$ cat src/rtl/uart_calc_fsm.sv
// Serial command/response calculator: parses "<op><hex digits>\r\n" frames, updates a
// persistent accumulator and streams back a ROM message, the accumulator in hex, then CR LF.
module uart_calc_fsm #(
    parameter int unsigned       DW     = 28,
    parameter int unsigned       RW     = 84,
    parameter int unsigned       AW     = 7,
    parameter logic [AW-1:0]     MSG_A0 = 7'h00,
    parameter logic [AW-1:0]     MSG_A1 = 7'h07,
    parameter logic [4*AW-1:0]   ERR_A0 = {7'h43, 7'h2C, 7'h1A, 7'h08},
    parameter logic [4*AW-1:0]   ERR_A1 = {7'h4A, 7'h42, 7'h2B, 7'h19}
) (
    input  logic          CLK,
    input  logic          RST_N,
    input  logic          RX_DATA_EN,
    input  logic [9:0]    RX_DATA_R,
    output logic          TX_RDY_T,
    output logic [7:0]    TX_DATA_T,
    input  logic          TX_RDY_R,
    output logic [7:0]    ASCII_DATA,
    input  logic          HEX_FLG,
    input  logic [3:0]    DC_HEX_DATA,
    output logic [3:0]    HEX_DATA,
    input  logic [7:0]    DC_ASCII_DATA,
    output logic [AW-1:0] ADDR,
    input  logic [7:0]    DATA
);

    localparam int unsigned ND = DW / 4;
    localparam int unsigned NR = RW / 4;
    localparam int unsigned CW = $clog2(NR + 1);

    localparam logic [7:0] OpAdd = 8'h2B;
    localparam logic [7:0] OpSub = 8'h2D;
    localparam logic [7:0] OpXor = 8'h5E;
    localparam logic [7:0] OpSet = 8'h3D;
    localparam logic [7:0] OpClr = 8'h43;
    localparam logic [7:0] ChCr  = 8'h0D;
    localparam logic [7:0] ChLf  = 8'h0A;

    typedef enum logic [2:0] {
        StIdle, StRdt, StRlf, StTres, StTmem, StTdt, StTcr, StTlf
    } state_e;

    state_e          state_q, state_d;
    logic            tx_rdy_q, tx_rdy_d;
    logic [7:0]      tx_data_q, tx_data_d;
    logic [AW-1:0]   addr_q, addr_d;
    logic [AW-1:0]   end_q, end_d;
    logic [RW-1:0]   acc_q, acc_d;
    logic [DW-1:0]   opr_q, opr_d;
    logic [CW-1:0]   cnt_q, cnt_d;
    logic [7:0]      op_q, op_d;
    logic            res_flg_q, res_flg_d;

    logic [7:0]      rx_byte;
    logic [1:0]      err_code;
    logic            rx_err;
    logic            err;
    logic            op_valid;
    logic [RW-1:0]   opr_ext;
    logic [RW-1:0]   acc_new;

    assign rx_byte    = RX_DATA_R[7:0];
    assign err_code   = RX_DATA_R[9:8];
    assign rx_err     = |err_code;
    assign ASCII_DATA = rx_byte;
    assign TX_RDY_T   = tx_rdy_q;
    assign TX_DATA_T  = tx_data_q;
    assign ADDR       = addr_q;

    assign op_valid = (rx_byte == OpAdd) || (rx_byte == OpSub) || (rx_byte == OpXor) ||
                      (rx_byte == OpSet) || (rx_byte == OpClr);

    always_comb begin
        opr_ext           = '0;
        opr_ext[DW-1:0]   = opr_q;
    end

    always_comb begin
        case (op_q)
            OpAdd:   acc_new = acc_q + opr_ext;
            OpSub:   acc_new = acc_q - opr_ext;
            OpXor:   acc_new = acc_q ^ opr_ext;
            OpSet:   acc_new = opr_ext;
            OpClr:   acc_new = '0;
            default: acc_new = acc_q;
        endcase
    end

    // Digit index 0 is the most significant accumulator nibble.
    always_comb begin
        HEX_DATA = '0;
        for (int unsigned i = 0; i < NR; i++) begin
            if (cnt_q == CW'(NR - 1 - i)) HEX_DATA = acc_q[i*4 +: 4];
        end
    end

    always_comb begin
        state_d   = state_q;
        tx_rdy_d  = tx_rdy_q;
        tx_data_d = tx_data_q;
        addr_d    = addr_q;
        end_d     = end_q;
        acc_d     = acc_q;
        opr_d     = opr_q;
        cnt_d     = cnt_q;
        op_d      = op_q;
        res_flg_d = res_flg_q;
        err       = 1'b0;

        case (state_q)
            StIdle: begin
                if (RX_DATA_EN) begin
                    if (!rx_err && op_valid) begin
                        state_d = StRdt;
                        op_d    = rx_byte;
                        opr_d   = '0;
                        cnt_d   = '0;
                    end else begin
                        err = 1'b1;
                    end
                end
            end
            StRdt: begin
                if (RX_DATA_EN) begin
                    if (rx_err) begin
                        err = 1'b1;
                    end else if (HEX_FLG) begin
                        if (op_q == OpClr || cnt_q == CW'(ND)) begin
                            err = 1'b1;
                        end else begin
                            opr_d = {opr_q[DW-5:0], DC_HEX_DATA};
                            cnt_d = cnt_q + CW'(1);
                        end
                    end else if (rx_byte == ChCr && (cnt_q != '0 || op_q == OpClr)) begin
                        state_d = StRlf;
                    end else begin
                        err = 1'b1;
                    end
                end
            end
            StRlf: begin
                if (RX_DATA_EN) begin
                    if (!rx_err && rx_byte == ChLf) begin
                        acc_d     = acc_new;
                        addr_d    = MSG_A0;
                        end_d     = MSG_A1;
                        res_flg_d = 1'b1;
                        state_d   = StTres;
                    end else begin
                        err = 1'b1;
                    end
                end
            end
            StTres: begin
                tx_data_d = DATA;
                tx_rdy_d  = 1'b1;
                addr_d    = addr_q + AW'(1);
                cnt_d     = '0;
                state_d   = StTmem;
            end
            StTmem: begin
                if (TX_RDY_R) begin
                    if (addr_q == end_q + AW'(1)) begin
                        if (res_flg_q) begin
                            state_d   = StTdt;
                            tx_data_d = DC_ASCII_DATA;
                            cnt_d     = CW'(1);
                        end else begin
                            state_d   = StTcr;
                            tx_data_d = ChCr;
                        end
                    end else begin
                        tx_data_d = DATA;
                        addr_d    = addr_q + AW'(1);
                    end
                end
            end
            StTdt: begin
                // cnt_q indexes the next digit to load once the current one is accepted.
                if (TX_RDY_R) begin
                    if (cnt_q == CW'(NR)) begin
                        state_d   = StTcr;
                        tx_data_d = ChCr;
                        cnt_d     = '0;
                    end else begin
                        tx_data_d = DC_ASCII_DATA;
                        cnt_d     = cnt_q + CW'(1);
                    end
                end
            end
            StTcr: begin
                if (TX_RDY_R) begin
                    state_d   = StTlf;
                    tx_data_d = ChLf;
                end
            end
            StTlf: begin
                if (TX_RDY_R) begin
                    state_d  = StIdle;
                    tx_rdy_d = 1'b0;
                end
            end
            default: state_d = StIdle;
        endcase

        if (err) begin
            addr_d    = ERR_A0[32'(err_code)*AW +: AW];
            end_d     = ERR_A1[32'(err_code)*AW +: AW];
            res_flg_d = 1'b0;
            state_d   = StTres;
        end
    end

    always_ff @(posedge CLK or negedge RST_N) begin
        if (!RST_N) begin
            state_q   <= StIdle;
            tx_rdy_q  <= 1'b0;
            tx_data_q <= '0;
            addr_q    <= '0;
            end_q     <= '0;
            acc_q     <= '0;
            opr_q     <= '0;
            cnt_q     <= '0;
            op_q      <= '0;
            res_flg_q <= 1'b0;
        end else begin
            state_q   <= state_d;
            tx_rdy_q  <= tx_rdy_d;
            tx_data_q <= tx_data_d;
            addr_q    <= addr_d;
            end_q     <= end_d;
            acc_q     <= acc_d;
            opr_q     <= opr_d;
            cnt_q     <= cnt_d;
            op_q      <= op_d;
            res_flg_q <= res_flg_d;
        end
    end

endmodule

$ cat config.mk
export PLATFORM = sky130hd
export DESIGN_NAME = uart_calc_fsm
export DESIGN_NICKNAME = d
export VERILOG_FILES = /design/src/rtl/uart_calc_fsm.sv
export SDC_FILE = /design/constraint.sdc
export NUM_CORES = 1
export LEC_CHECK = 0
export CELL_PAD_IN_SITES_DETAIL_PLACEMENT = 1
export CELL_PAD_IN_SITES_GLOBAL_PLACEMENT = 1
export CORE_MARGIN = 2
export CORE_UTILIZATION = 39
export DETAILED_ROUTE_END_ITERATION = 10
export MAX_ROUTING_LAYER = met4
export PLACE_DENSITY_LB_ADDON = 0.1
export SLEW_MARGIN = 20
export SYNTH_ARGS = -nofsm -noshare
export SYNTH_HDL_FRONTEND = slang
export SYNTH_SLANG_ARGS = --single-unit
export TNS_END_PERCENT = 30
$ cat constraint.sdc
create_clock -name CLK -period 5.7 [get_ports CLK]
set_clock_uncertainty 0.1 [all_clocks]
set_input_delay 0.855 -clock CLK [delete_from_list [all_inputs] [get_ports CLK]]
set_output_delay 0.855 -clock CLK [all_outputs]
set_load 0.005 [all_outputs]
==> results of run 1 <==
[flip-flops by register name, indices dropped and copies added, names as in the netlist]
register,flops
end_q,7
TX_DATA_T,8
acc_q,84
ADDR,7
op_q,8
TX_RDY_T,1
opr_q,28
state_q,3
cnt_q,5
[cells in the mapped netlist, types with 5 or more instances]
library cell	count	share of area
and2_1	9	0.0040
nand2_1	273	0.073
clkbuf_1	92	0.025
xor2_1	58	0.036
nor3_1	42	0.015
o21ai_1	9	0.0032
inv_1	35	0.0093
a31oi_1	23	0.010
mux2i_1	9	0.0064
nor2b_1	30	0.013
nor2_1	156	0.042
a21boi_0	7	0.0037
o21ai_0	229	0.081
or2_2	9	0.0040
nor3b_1	8	0.0043
nand2b_1	21	0.0093
a211oi_1	16	0.0085
o21a_1	15	0.0080
buf_4	8	0.0043
nor4_1	9	0.0040
nand4_1	23	0.010
mux2_2	9	0.0072
o211ai_1	26	0.014
nand3_1	72	0.026
o21bai_1	10	0.0053
xnor2_1	55	0.034
o22ai_1	9	0.0040
dfrtp_1	151	0.27
or4_1	7	0.0037
ha_1	92	0.082
o2111ai_1	6	0.0037
buf_2	10	0.0036
or3_1	5	0.0022
a22oi_1	31	0.017
a221oi_1	6	0.0037
a21oi_1	152	0.054
o31ai_1	9	0.0048
a21o_1	43	0.023
and3_1	19	0.0084
o41ai_1	17	0.011
[cells by family after synthesis]
| logic type | Yosys count |
|---|---|
| buffers and inverters | 151 |
| adder cells (fa/ha/maj) | 93 |
| XOR/XNOR | 113 |
| multiplexers | 19 |
| flip-flops | 151 |
| AO/OA/AOI/OAI | 652 |
| AND/OR/NAND/NOR | 703 |
[repair_timing]
action,4_1_cts,5_1_grt
endpoints found under the setup margin,0,16
setup buffers,0,0
resized for setup,0,11
[routing by layer]
metal	share of wire	track usage	vias to the layer above	wire length (um)
li1	-	-	6893	-
met3	0.036	0.0405	89	1980
met1	0.46	0.397	7290	25500
met2	0.47	0.482	313	25900
met5	0	-	-	0
met4	0.034	0.104	0	1860
[final cells by class]
class / instances / area (sq um)
multi-input combinational: 1580 / 9750
sequential: 151 / 3780
timing repair buffer: 128 / 1120
clock inverter: 10 / 145
tap: 461 / 577
clock buffer: 20 / 447
fill: 4415 / 19600
inverter: 36 / 135
[how the worst min path moves through the flow]
| stage | startpoint | endpoint | slack (ns) | depth (start not counted) |
|---|---|---|---|---|
| after floorplan | acc_q[0] | acc_q[0] | 0.36 | 2 |
| after global placement | TX_RDY_T | TX_RDY_T | 0.37 | 1 |
| after detailed placement | TX_RDY_T | TX_RDY_T | 0.37 | 1 |
| after CTS | RST_N | acc_q[14] | 0.30 | 1 |
| after global routing | RST_N | acc_q[14] | 0.33 | 1 |
| final | RST_N | acc_q[14] | 0.26 | 1 |
[metrics by stage]
stage | cells | hold slack [ns] | worst slack (ns) | cell area (sq um) | utilization
detailed placement | 2356 | 0.370 | 0.0880 | 15300 | 0.430
floorplan | 1882 | 0.364 | 0.657 | 14100 | -
CTS | 2386 | 0.296 | 0.0739 | 15900 | 0.447
global route | 2386 | 0.327 | 0.00239 | 15900 | 0.448
finish | 2386 | 0.264 | 0.278 | 15900 | 0.448
global placement | 2356 | 0.366 | 0.232 | 15300 | 0.430
[worst register-to-register path, delay by kind of cell, from the launching register on]
family / cells / cell delay [ns]
adders and majority gates: 1 / 0.23
buffers and inverters: 2 / 0.40
and+or+nand+nor: 11 / 3.08
DFF: 1 / 0.44
AOI/OAI and AO/OA: 5 / 0.87
xor gates and xnor gates: 1 / 0.17
[placed cells by master (no fill, tap or decap), types with 10 or more instances in the layout]
master,n
nand2_1,269
o21ai_0,229
nor2_1,155
a21oi_1,152
dfrtp_1,151
ha_1,91
nand3_1,72
buf_4,66
clkdlybuf4s50_1,61
xor2_1,58
xnor2_1,55
a21o_1,43
nor3_1,40
inv_1,35
a22oi_1,31
nor2b_1,30
o211ai_1,26
a31oi_1,23
nand4_1,23
nand2b_1,21
and3_1,19
clkbuf_16,17
a211oi_1,16
o21a_1,15
o41ai_1,14
o21bai_1,10
==> run summary, run 1 <==
Clock Sinks -> 151
Reg2Reg Launch Point -> opr_q[13]
largest family of logic cells by synthesized area -> compound AO/OA/AOI/OAI gates
CTS max path bufs -> 2
Post-Route WL -> 55300 um
core footprint -> 35600 sq um
slowest stage delay, CP -> 0.59 ns
Overflow after GRT -> 0
WS Path Type -> reg2reg
crit start category -> flip-flop
final worst path period share -> 0.951
Setup crit end kind -> flip-flop
Critical Path End -> acc_q[70]
die height -> 194 um
Seq cells post-synth -> 151
placer congestion estimate -> 0.976
Crit Path Max Fanout -> 6
Starting Density -> 0.395
Max Fclk -> 184 MHz
All-Layer GR Usage -> 0.303
Num CTS Buffers -> 17
Reg-to-Reg End -> acc_q[70]
total negative setup slack -> 0 ns
First DRT Iteration DRCs -> 808
TritonCTS clock tree -> yes
Cells after Synth -> 1882
initial antenna violation count -> 0
Via density -> 6.11
Root Buffer -> clkbuf_16
Final setup viols -> 0
clk slew on worst S/H paths -> 0.07 ns
yosys warns -> 0
worst path cell trace -> or4_1 > or2_2 > nor2_1 > nand2_1 > nor2_1 > nand2_2 > buf_4 > nand2_1 > ha_1 > and3_1 > nand2_1 > or4_1 > or4_1 > o211ai_2 > a31oi_2 > buf_4 > o21a_1 > o21bai_2 > xnor2_1 > o21ai_2
fin nets -> 2042
reg-to-reg slack, setup -> 0.28 ns
Avg Inst Size Synth -> 7.47 sq um
WP depth -> 20
sequential share of the synthesized area -> 0.269
Synth Cell Area -> 14100 sq um
Rel. slew slack -> 0.332
layout cell share with drive strength beyond 1 -> 0.0769
Slew @ Worst Pin -> 1.00 ns
status -> finished clean
post-synthesis mux area share -> 0.0144
Pre-antenna DRT Iters -> 6
first-pass GRT wire length -> 87100 um
I/O pins -> 63
Mapped Nets -> 2010
largest net degree at the start of global routing -> 68
area grow syn2layout -> 13.4%
WP data arrival -> 5.65 ns
async set-reset flop share out of synthesis -> 1.00
antenna-violating nets left -> 0
Post-Synth XOR/XNOR Area -> 0.0704
critical path required time -> 5.93 ns
Max-Cap Viols -> 0
final-report hold violation count -> 0
number of global-route vias before repair -> 14791
slowest CP cell -> or4_1
hold buffer count at CTS -> 0
simple-gate area share of the yosys netlist -> 0.234
Post-synth EDFFs -> 0
Crit. Startpoint -> opr_q[13]
DP Wirelength -> 42500 um
port bufs -> 62
clk_lat worst skew -> 0.46 ns
Die Wd -> 194 um
Compound-Gate Fraction of Synth Area -> 0.286
Via Count -> 14585
pins over their slew limit -> 0
Post-synth top flop -> dfrtp_1
htree depth -> 4
DRC viols -> 0
Reg2Reg Depth -> 20
worst path bufs/invs -> 2
adder-cell share of the synthesized area -> 0.0833
Synth cell types -> 79
CP delay by family, top -> simple AND/OR/NAND/NOR gates
Hold Crit Class -> in2async
min cycle time layout -> 5.42 ns
RSZ-0062 raised after global routing -> no
Site Rows -> 69
wire length per cell -> 23.2 um
die area -> 37600 sq um
# diodes -> 0
Power of run 1 is not shown: default switching activity piles up to over one toggle a cycle in this logic, so the estimate is an artifact.
==> inputs of run 2 (changes only) <==
--- a/config.mk
+++ b/config.mk
@@ -7,7 +7,6 @@
 export LEC_CHECK = 0
 export CELL_PAD_IN_SITES_DETAIL_PLACEMENT = 1
 export CELL_PAD_IN_SITES_GLOBAL_PLACEMENT = 1
-export CORE_MARGIN = 2
 export CORE_UTILIZATION = 39
 export DETAILED_ROUTE_END_ITERATION = 10
 export MAX_ROUTING_LAYER = met4
==> run 2 against run 1 <==
Utilization down 0.077 points. Worst setup slack better by 0.019 ns. Register-to-register slack improved by 0.02 ns. Critical path type unchanged. Critical endpoint is now acc_q[82].
==> run summary, run 2 (same netlist as run 1, synthesis figures left out) <==
status -> finished clean
largest net degree at the start of global routing -> 72
die height -> 192 um
Hold Crit Class -> in2async
TritonCTS clock tree -> yes
Rel. slew slack -> 0.309
first-pass GRT wire length -> 85900 um
register name with the most flops -> acc_q
First DRT Iteration DRCs -> 842
clk_lat worst skew -> 0.47 ns
final-report hold violation count -> 0
placer congestion estimate -> 0.971
Pre-antenna DRT Iters -> 5
Filler Cells Inserted -> 4386
Post-Route WL -> 54400 um
Regs by FF count -> acc_q (84), opr_q (28)
WS Path Type -> reg2reg
worst path cell trace -> or4_1 > or2_2 > nor2_1 > nand2_1 > nor2_1 > nand2_1 > buf_4 > nand2_1 > ha_1 > and3_1 > nand2_1 > or4_1 > or4_1 > o211ai_2 > a31oi_2 > nor3b_1 > o21a_1 > mux2_1 > o21ai_1
critical path required time -> 5.99 ns
Die Wd -> 192 um
Overflow after GRT -> 0
CTS max path bufs -> 2
Root Buffer -> clkbuf_16
Crit Path Max Fanout -> 13
area grow syn2layout -> 13.2%
total negative setup slack -> 0 ns
most frequent cells in the layout -> nand2_1 (272), o21ai_0 (229), nor2_1 (155), a21oi_1 (152), dfrtp_1 (151)
DRC viols -> 0
Max-Cap Viols -> 0
port bufs -> 62
Slew @ Worst Pin -> 1.03 ns
slowest CP cell -> or4_1
# diodes -> 0
most common cell after layout, fill and taps aside -> nand2_1
Reg-to-Reg End -> acc_q[82]
I/O pins -> 63
Reg2Reg Launch Point -> opr_q[13]
DP Wirelength -> 41700 um
reg-to-reg slack, setup -> 0.30 ns
slowest stage delay, CP -> 0.59 ns
worst path bufs/invs -> 1
Via density -> 6.03
initial antenna violation count -> 0
WP data arrival -> 5.70 ns
number of global-route vias before repair -> 14653
crit start category -> flip-flop
pins over their slew limit -> 0
Starting Density -> 0.395
Clock Sinks -> 151
Reg2Reg Depth -> 19
clk slew on worst S/H paths -> 0.07 ns
antenna-violating nets left -> 0
CP delay by family, top -> simple AND/OR/NAND/NOR gates
All-Layer GR Usage -> 0.313
die area -> 36800 sq um
Num CTS Buffers -> 17
min cycle time layout -> 5.40 ns
fin nets -> 2043
wire length per cell -> 22.8 um
htree depth -> 4
most frequent CP cell -> nand2_1
Max Fclk -> 185 MHz
RSZ-0062 raised after global routing -> no
Final setup viols -> 0
Site Rows -> 69
final worst path period share -> 0.948
Via Count -> 14413
layout cell share with drive strength beyond 1 -> 0.0762
max FFs per register -> 84
hold buffer count at CTS -> 0
Setup crit end kind -> flip-flop
core footprint -> 35600 sq um
## run 2: changes by cell type in the layout (fill, tap and decap cells not counted), sizes merged
cell      delta
bufinv       -3
clkbuf       +2
inv          +2
buf          +1
clkinvlp     +1
## run 2: area by class of cell
class	instances	area, sq um	share of cell area
Timing Repair Buffer	129	1140	0.0714
Clock inverter	10	83.8	0.00527
Tap cell	461	577	0.0362
Multi-Input combinational cell	1580	9730	0.611
Inverter	36	135	0.00849
Sequential cell	151	3780	0.237
Clock buffer	22	484	0.0304
## run 2: repair_timing
item	4_1_cts	5_1_grt
buffers inserted	0	0
setup endpoints to repair	0	10
resized for setup	0	6
## run 2: routing by layer
layer | part of all wire | up-vias | global-route usage
met5 | 0 | - | -
met1 | 0.47 | 7130 | 0.412
met3 | 0.034 | 83 | 0.0353
met2 | 0.47 | 292 | 0.500
li1 | - | 6908 | -
met4 | 0.029 | 0 | 0.0962
## run 2: how the worst max path moves through the flow
stage,slack [ns],startpoint,to,depth (start not counted)
after floorplan,0.66,opr_q[3],acc_q[82],20
after global placement,0.16,opr_q[8],acc_q[81],18
after detailed placement,0.15,opr_q[8],acc_q[81],18
after CTS,0.13,opr_q[8],acc_q[77],18
after global routing,0.006,opr_q[13],acc_q[82],19
final,0.30,opr_q[13],acc_q[82],19
## run 2: through the flow
stage,worst slack [ns],utilization,instances,hold slack (ns),instance area (sq um)
2_1_floorplan,0.657,-,1882,0.364,14100
3_3_place_gp,0.161,0.431,2357,0.367,15300
3_5_place_dp,0.153,0.431,2357,0.374,15300
4_1_cts,0.126,0.447,2389,0.359,15900
5_1_grt,0.00557,0.448,2389,0.390,15900
6_report,0.297,0.448,2389,0.332,15900
Power of run 2 is left out for the same reason.
